File: config.mk
export PLATFORM = sky130hd
export DESIGN_NAME = ex_muldiv
export DESIGN_NICKNAME = d
export VERILOG_FILES = /design/src/rtl/mips_defs.sv /design/src/rtl/ex_muldiv.sv
export SDC_FILE = /design/constraint.sdc
export NUM_CORES = 1
export LEC_CHECK = 0
export CAP_MARGIN = 20
export CORE_AREA = 2 2 214 174
export DETAILED_ROUTE_END_ITERATION = 16
export DIE_AREA = 0 0 216 176
export MAX_ROUTING_LAYER = met4
export PLACE_DENSITY_LB_ADDON = 0.08
export SYNTH_ARGS = -nofsm -noshare
export SYNTH_HDL_FRONTEND = slang
export SYNTH_SLANG_ARGS = --single-unit
File: constraint.sdc
create_clock -name clk -period 4.8 [get_ports clk]
set_input_delay 0.96 -clock clk [delete_from_list [all_inputs] [get_ports clk]]
set_output_delay 0.96 -clock clk [all_outputs]
set_load 0.01 [all_outputs]
File: src/rtl/mips_defs.sv
// Shared MIPS execution-unit definitions: HI/LO unit op codes and FSM states.
package mips_defs;

    typedef enum logic [1:0] {
        OP_MULT  = 2'b00,
        OP_MULTU = 2'b01,
        OP_DIV   = 2'b10,
        OP_DIVU  = 2'b11
    } md_op_e;

    typedef enum logic [1:0] {
        ST_IDLE = 2'b00,
        ST_RUN  = 2'b01,
        ST_DONE = 2'b10
    } md_state_e;

endpackage

File: src/rtl/ex_muldiv.sv
// Iterative MULT/MULTU/DIV/DIVU unit owning the architectural HI/LO registers.
// One shift-add or restoring-divide step per falling clock edge.
module ex_muldiv
    import mips_defs::*;
#(
    parameter int XLEN = 32
) (
    input  logic            clk,
    input  logic            rstn,
    input  logic            start,
    input  logic [1:0]      op,
    input  logic [XLEN-1:0] src_a,
    input  logic [XLEN-1:0] src_b,
    input  logic            wr_hi,
    input  logic            wr_lo,
    input  logic [XLEN-1:0] wdata,
    input  logic            kill,
    output logic [XLEN-1:0] hi,
    output logic [XLEN-1:0] lo,
    output logic            busy,
    output logic            done,
    output logic            stall
);

    localparam int PW = 2 * XLEN;
    localparam int CW = $clog2(XLEN);

    md_state_e       state, state_nxt;
    md_op_e          op_q;
    logic [CW-1:0]   cnt;
    logic [XLEN-1:0] a_q, opnd, sreg;
    logic [PW-1:0]   acc, acc_step, prod;
    logic            neg_res, neg_rem, div0;
    logic            accept, last, is_div;
    logic            sgn_a, sgn_b, signed_op;
    logic [XLEN:0]   madd, trial;
    logic [XLEN-1:0] res_hi, res_lo;

    function automatic logic [XLEN-1:0] cneg(input logic [XLEN-1:0] v, input logic n);
        return n ? (~v + XLEN'(1)) : v;
    endfunction

    function automatic logic [PW-1:0] cneg_wide(input logic [PW-1:0] v, input logic n);
        return n ? (~v + PW'(1)) : v;
    endfunction

    assign accept    = (state == ST_IDLE) && start && !kill;
    assign last      = (cnt == CW'(XLEN - 1));
    assign is_div    = (op_q == OP_DIV) || (op_q == OP_DIVU);
    assign signed_op = !op[0];
    assign sgn_a     = signed_op && src_a[XLEN-1];
    assign sgn_b     = signed_op && src_b[XLEN-1];

    always_ff @(negedge clk or negedge rstn) begin
        if (!rstn) state <= ST_IDLE;
        else       state <= state_nxt;
    end

    always_comb begin
        state_nxt = state;
        busy      = 1'b0;
        done      = 1'b0;
        stall     = 1'b0;
        case (state)
            ST_IDLE: begin
                stall = start && !kill;
                if (accept) state_nxt = ST_RUN;
            end
            ST_RUN: begin
                busy  = 1'b1;
                stall = 1'b1;
                if (kill)      state_nxt = ST_IDLE;
                else if (last) state_nxt = ST_DONE;
            end
            ST_DONE: begin
                done      = 1'b1;
                state_nxt = ST_IDLE;
            end
            default: state_nxt = ST_IDLE;
        endcase
    end

    // One iteration: multiply adds the multiplicand into the upper half and shifts
    // right; divide shifts the remainder/quotient pair left and tries a subtract.
    always_comb begin
        madd  = {1'b0, acc[PW-1:XLEN]} + {1'b0, (sreg[0] ? opnd : '0)};
        trial = acc[PW-1:XLEN-1] - {1'b0, opnd};
        if (is_div)
            acc_step = trial[XLEN] ? {acc[PW-2:0], 1'b0}
                                   : {trial[XLEN-1:0], acc[XLEN-2:0], 1'b1};
        else
            acc_step = {madd, acc[XLEN-1:1]};
    end

    always_comb begin
        prod   = cneg_wide(acc_step, neg_res);
        res_hi = prod[PW-1:XLEN];
        res_lo = prod[XLEN-1:0];
        if (is_div) begin
            if (div0) begin
                res_hi = a_q;
                res_lo = '1;
            end else begin
                res_hi = cneg(acc_step[PW-1:XLEN], neg_rem);
                res_lo = cneg(acc_step[XLEN-1:0], neg_res);
            end
        end
    end

    always_ff @(negedge clk or negedge rstn) begin
        if (!rstn) begin
            op_q    <= OP_MULT;
            cnt     <= '0;
            a_q     <= '0;
            opnd    <= '0;
            sreg    <= '0;
            acc     <= '0;
            neg_res <= 1'b0;
            neg_rem <= 1'b0;
            div0    <= 1'b0;
            hi      <= '0;
            lo      <= '0;
        end else if (accept) begin
            op_q    <= md_op_e'(op);
            cnt     <= '0;
            a_q     <= src_a;
            sreg    <= cneg(src_b, sgn_b);
            neg_res <= sgn_a ^ sgn_b;
            neg_rem <= sgn_a;
            div0    <= (src_b == '0);
            if (op[1]) begin
                opnd <= cneg(src_b, sgn_b);
                acc  <= {{XLEN{1'b0}}, cneg(src_a, sgn_a)};
            end else begin
                opnd <= cneg(src_a, sgn_a);
                acc  <= '0;
            end
        end else if (state == ST_RUN && !kill) begin
            acc  <= acc_step;
            sreg <= sreg >> 1;
            cnt  <= cnt + CW'(1);
            if (last) begin
                hi <= res_hi;
                lo <= res_lo;
            end
        end else if (state == ST_IDLE) begin
            if (wr_hi) hi <= wdata;
            if (wr_lo) lo <= wdata;
        end
    end

endmodule
==> flow_summary.yaml, run 1 <==
outcome:
  outcome: "did not finish"
  haltStage: "global routing"
  run.stop_error: "[ERROR GRT-0232] Routing congestion too high. Check the congestion heatmap in the GUI."
synthesis:
  synth_enable_flop_cells: 0
  ys_seq_elements: 235
  synthCells: 2454
  synth_commonest_cells: "sky130_fd_sc_hd__nand2_1, sky130_fd_sc_hd__o21ai_0, sky130_fd_sc_hd__dfrtn_1"
  synthFlopType: "sky130_fd_sc_hd__dfrtn_1"
  yosys.area.top_type: "sky130_fd_sc_hd__dfrtn_1"
  yosysSeqAreaShare: 0.307
  ys_warn_count: 0
  syn_nets: 2630
  synth.avg_cell_area_sq_um: 7.81
  netlist_area_sq_um: 19200
  synth-async-reset-ratio: 1.00
  post-synth-top-count-cell: "sky130_fd_sc_hd__nand2_1"
  netlist.area_leader.share: 0.307
  ys_types: 96
  synthTopCellsByArea: "sky130_fd_sc_hd__dfrtn_1, sky130_fd_sc_hd__nand2_1, sky130_fd_sc_hd__o21ai_0"
floorplan:
  die_height_um: 176
  die_w_um: 216
  rows: 62
  starting_density_of_the_core: 0.537
  io_pins: 171
clock_tree:
  cts.sinks: 235
  tritoncts.num_buffers: 26
  clockBufferDepth: 3
  clk_root_buf: "sky130_fd_sc_hd__clkbuf_16"
  cts_hold_repair.buffers: 0
  htreeDepth: 1
grt:
  grt_overflow: 11
  grt_use_total: 0.779
  grt_start_max_net_pins: 83
placed_design:
  placed_cells: 3529
  port-buffer-count: 170
  place_hpwl_mm: 73.1
  gp_routability_congestion: 1.14
timing:
  worstEndpointGrtRepair: "opnd[30]$_DFFE_NN0P_/D"
  worstEpCategory: "sequential cell input"
-- kinds of logic after synthesis --
family / Yosys count / share of synthesized area
compound gates: 802 / 0.266
xor+xnor: 190 / 0.0868
buf+inv: 237 / 0.0490
fa+ha+maj: 72 / 0.0478
simple gates: 858 / 0.211
mux: 60 / 0.0321
flops: 235 / 0.307
-- through the flow --
stage / setup TNS [ps] / setup slack [ps] / cell area [sq um]
floorplan: -19550 / -840 / 19500
global placement: -109970 / -1360 / 25800
detailed placement: -124640 / -1480 / 25800
CTS: -16610 / -718 / 27900
-- routing by layer --
layer,GRT overflow,global-route usage
met5,-,-
met4,4,0.694
met3,6,0.654
met2,1,0.892
met1,0,0.799
-- timing repair --
item | in CTS
setup buffers | 56
endpoints found under the setup margin | 161
gates resized for setup | 310
pin swaps | 92
==> inputs of run 2 (changes only) <==
Settings changed: CORE_AREA 2 2 214 174 to 2 2 222 224, DIE_AREA 0 0 216 176 to 0 0 224 226, MAX_ROUTING_LAYER met4 to unset, PLACE_DENSITY_LB_ADDON 0.08 to 0.15.
Clock period 4.8 ns to 6.2 ns, I/O delays scaled along.
==> flow_summary.yaml, run 2 <==
timing:
  rsz_0062_raised_after_global_routing: "true"
  clock-skew-final_ps: 16.0
  layout_setup_ws_ps: -122
  final_max_tran_viols: 0
  setup_viol: 11
  final_hold_violation_count: 0
  worst_slew_pin_slew_ps: 848
  worst_slew_margin_rel: 0.433
  timing.hold.ws_ps: 424
power_and_ir_drop:
  share_seq_of_total_power: 0.214
  switchingPower_uw: 5650
  cell_internal_pwr_uw: 5980
  vdd_ir_drop_max_mv: 0.231
  power.total_uw: 11600
  p_clk_frac: 0.175
  power_switching_share: 0.486
  power_frac_comb: 0.611
  total_leakage_power_uw: 0.0110
  power_density_nw_per_um2: 460
synthesis:
  yosysSeqAreaShare: 0.307
  ys_types: 96
  ys_warn_count: 0
  synth-async-reset-ratio: 1.00
  synth_enable_flop_cells: 0
  netlist_area_sq_um: 19200
  syn_nets: 2630
  yosys.area.top_type: "sky130_fd_sc_hd__dfrtn_1"
  synth_commonest_cells: "sky130_fd_sc_hd__nand2_1, sky130_fd_sc_hd__o21ai_0, sky130_fd_sc_hd__dfrtn_1"
  synthFlopType: "sky130_fd_sc_hd__dfrtn_1"
  post-synth-top-count-cell: "sky130_fd_sc_hd__nand2_1"
  synthCells: 2454
  netlist.area_leader.share: 0.307
  synthTopCellsByArea: "sky130_fd_sc_hd__dfrtn_1, sky130_fd_sc_hd__nand2_1, sky130_fd_sc_hd__o21ai_0"
  ys_seq_elements: 235
  synth.avg_cell_area_sq_um: 7.81
finish:
  final_common_cell: "sky130_fd_sc_hd__nand2_1"
  most-common-layout-cells: "sky130_fd_sc_hd__nand2_1, sky130_fd_sc_hd__buf_4, sky130_fd_sc_hd__dfrtn_1"
  layout-area-overhead-vs-synth_pct: 31.7
  registers.top_by_ff_count: "acc"
  diodes: 0
  design.final.nets: 3000
  storage_cell_area_sq_um: 5880
  final.fill_count: 4734
  post_route_cells_drive_above_1_share: 0.176
  largest_register_ffs: 64
  multi_input_comb_area_sq_um: 12700
setup_path:
  worstSetupEndpointType: "flip-flop"
  r2r.worst_path.cells: 22
  worst_path_max_delay_cell: "sky130_fd_sc_hd__or4_4"
  worstReg2RegEnd: "hi[16]"
  critical_path_peak_fanout: 3
  required_ps: 3500
  worst-setup-path-type: "primary input to flip-flop"
  regToRegSetupSlack_ps: 360
  startpoint_of_the_lowest_slack_register_to_register_path: "opnd[21]"
  critical_path.startpoint_type: "primary input"
  critPathArrivalTime_ps: 3620
  cp_cell_sequence: "buf_6, or4_4, nor2_4, buf_6, nand2_4, nor3_4, and2_4, nand2_4, nor4_4, nand3b_1, o41ai_2, xor2_1, buf_4, o22ai_2"
  critical-path-max-stage-delay_ps: 550
drt:
  finalWirelength_mm: 85.6
  detailedRoute.firstPassIterationCount: 5
  via_density_per_instance: 5.97
  highest_layer: "met4"
  wl_met2_mm: 38.4
  routed_wire_length_per_instance_um: 24.7
  drtIter0Drc: 2333
  via_count: 20700
  wirelength_met1_mm: 37.2
  drt.antenna.violating_nets: 0
  length_of_routed_met3_wiring_mm: 6.96
  post-route-drc-count: 0
grt:
  grt_pass1_wl_mm: 127
  antenna_violations_before_repair: 3
  number_of_global_route_vias_before_repair: 19800
  grt_overflow: 0
  grt_start_max_net_pins: 67
  grt_use_total: 0.334
clock_tree:
  tritoncts.num_buffers: 30
  htreeDepth: 1
  cts_hold_repair.buffers: 0
  clk_root_buf: "sky130_fd_sc_hd__clkbuf_16"
  worst_skew_pair.late_latency_ps: 570
  cts_tree: "done"
  cts.sinks: 235
  clockBufferDepth: 3
  clk_pin_slew_ps: 50
run:
  timing.max_cap.violations: 0
worst_hold_path:
  hp-class: "flip-flop to flip-flop"
  timing.hold.worst.start: "a_q[2]"
  hold_end: "a_q[2]"
  min_path_cells: 2
outcome:
  violations_in_the_final_reports: "negative setup slack"
  outcome: "complete, but fails checks"
floorplan:
  core_area_sq_um: 48300
  die_height_um: 226
  rows: 81
  die_w_um: 224
  starting_density_of_the_core: 0.397
  fp.dieArea_sq_um: 50600
  io_pins: 171
placed_design:
  place_hpwl_mm: 68.9
  gp_routability_congestion: 0.975
  port-buffer-count: 170
## run 2: layout make-up
type | instances | share of cell area
sequential | 235 | 0.233
clock buffer | 35 | 0.0329
timing repair buffer | 496 | 0.175
inverter | 79 | 0.0118
tap | 622 | 0.0308
clock inverter | 21 | 0.0123
multi-input combinational | 1982 | 0.504
## run 2: logic make-up after synthesis
| kind of cell | Yosys count | share of synthesized area |
|---|---|---|
| buffers and inverters | 237 | 0.0490 |
| adders and majority gates | 72 | 0.0478 |
| and+or+nand+nor | 858 | 0.211 |
| xor gates and xnor gates | 190 | 0.0868 |
| DFF | 235 | 0.307 |
| muxes | 60 | 0.0321 |
| AOI/OAI and AO/OA | 802 | 0.266 |
## run 2: through the flow
step,utilization,setup slack (ps),setup TNS (ps),cells,cell area (sq um)
floorplan,-,-420,-4770,2454,19400
global placement,0.491,-983,-45110,3390,23800
detailed placement,0.491,-1000,-47760,3390,23800
CTS,0.519,-271,-2120,3465,25100
global route,0.522,-343,-3370,3470,25200
finish,0.522,-122,-838,3470,25200
## run 2: what timing repair did
action | 4_1_cts | 5_1_grt
endpoints found under the setup margin | 44 | 39
buffers inserted | 19 | 7
pin swaps | 26 | 39
resized for setup | 49 | 70
## run 2: worst max path at each step
stage	start	to	slack, ps	cells after the start
floorplan	src_a[4]	opnd[29]	-420	12
global placement	src_a[4]	opnd[30]	-980	14
detailed placement	src_a[4]	opnd[29]	-1000	13
CTS	src_a[3]	opnd[27]	-270	13
global route	src_a[3]	opnd[28]	-340	15
finish	src_a[3]	acc[30]	-120	14
## run 2: per-layer routing
| metal | GRT usage | up-vias |
|---|---|---|
| met3 | 0.0575 | 155 |
| met2 | 0.524 | 854 |
| met4 | 0.106 | 0 |
| met1 | 0.466 | 10100 |
| li1 | - | 9658 |
| met5 | 0 | - |
## run 2: critical path: cells and delay by family
| family | cells | cell delay (ps) |
|---|---|---|
| AO/OA/AOI/OAI | 2 | 330 |
| buffers and inverters | 3 | 350 |
| XOR/XNOR | 1 | 220 |
| AND/OR/NAND/NOR | 8 | 1480 |
## run 2: power by group through the flow
stage,Sequential [uW],Clock [uW],Combinational (uW)
after floorplan,2350,0,4290
after global placement,2490,0,6890
after detailed placement,2500,0,6930
after CTS,2480,2040,6970
after global routing,2540,2110,7640
final,2490,2030,7100
No activity file was read; power rests on OpenSTA's default activity.
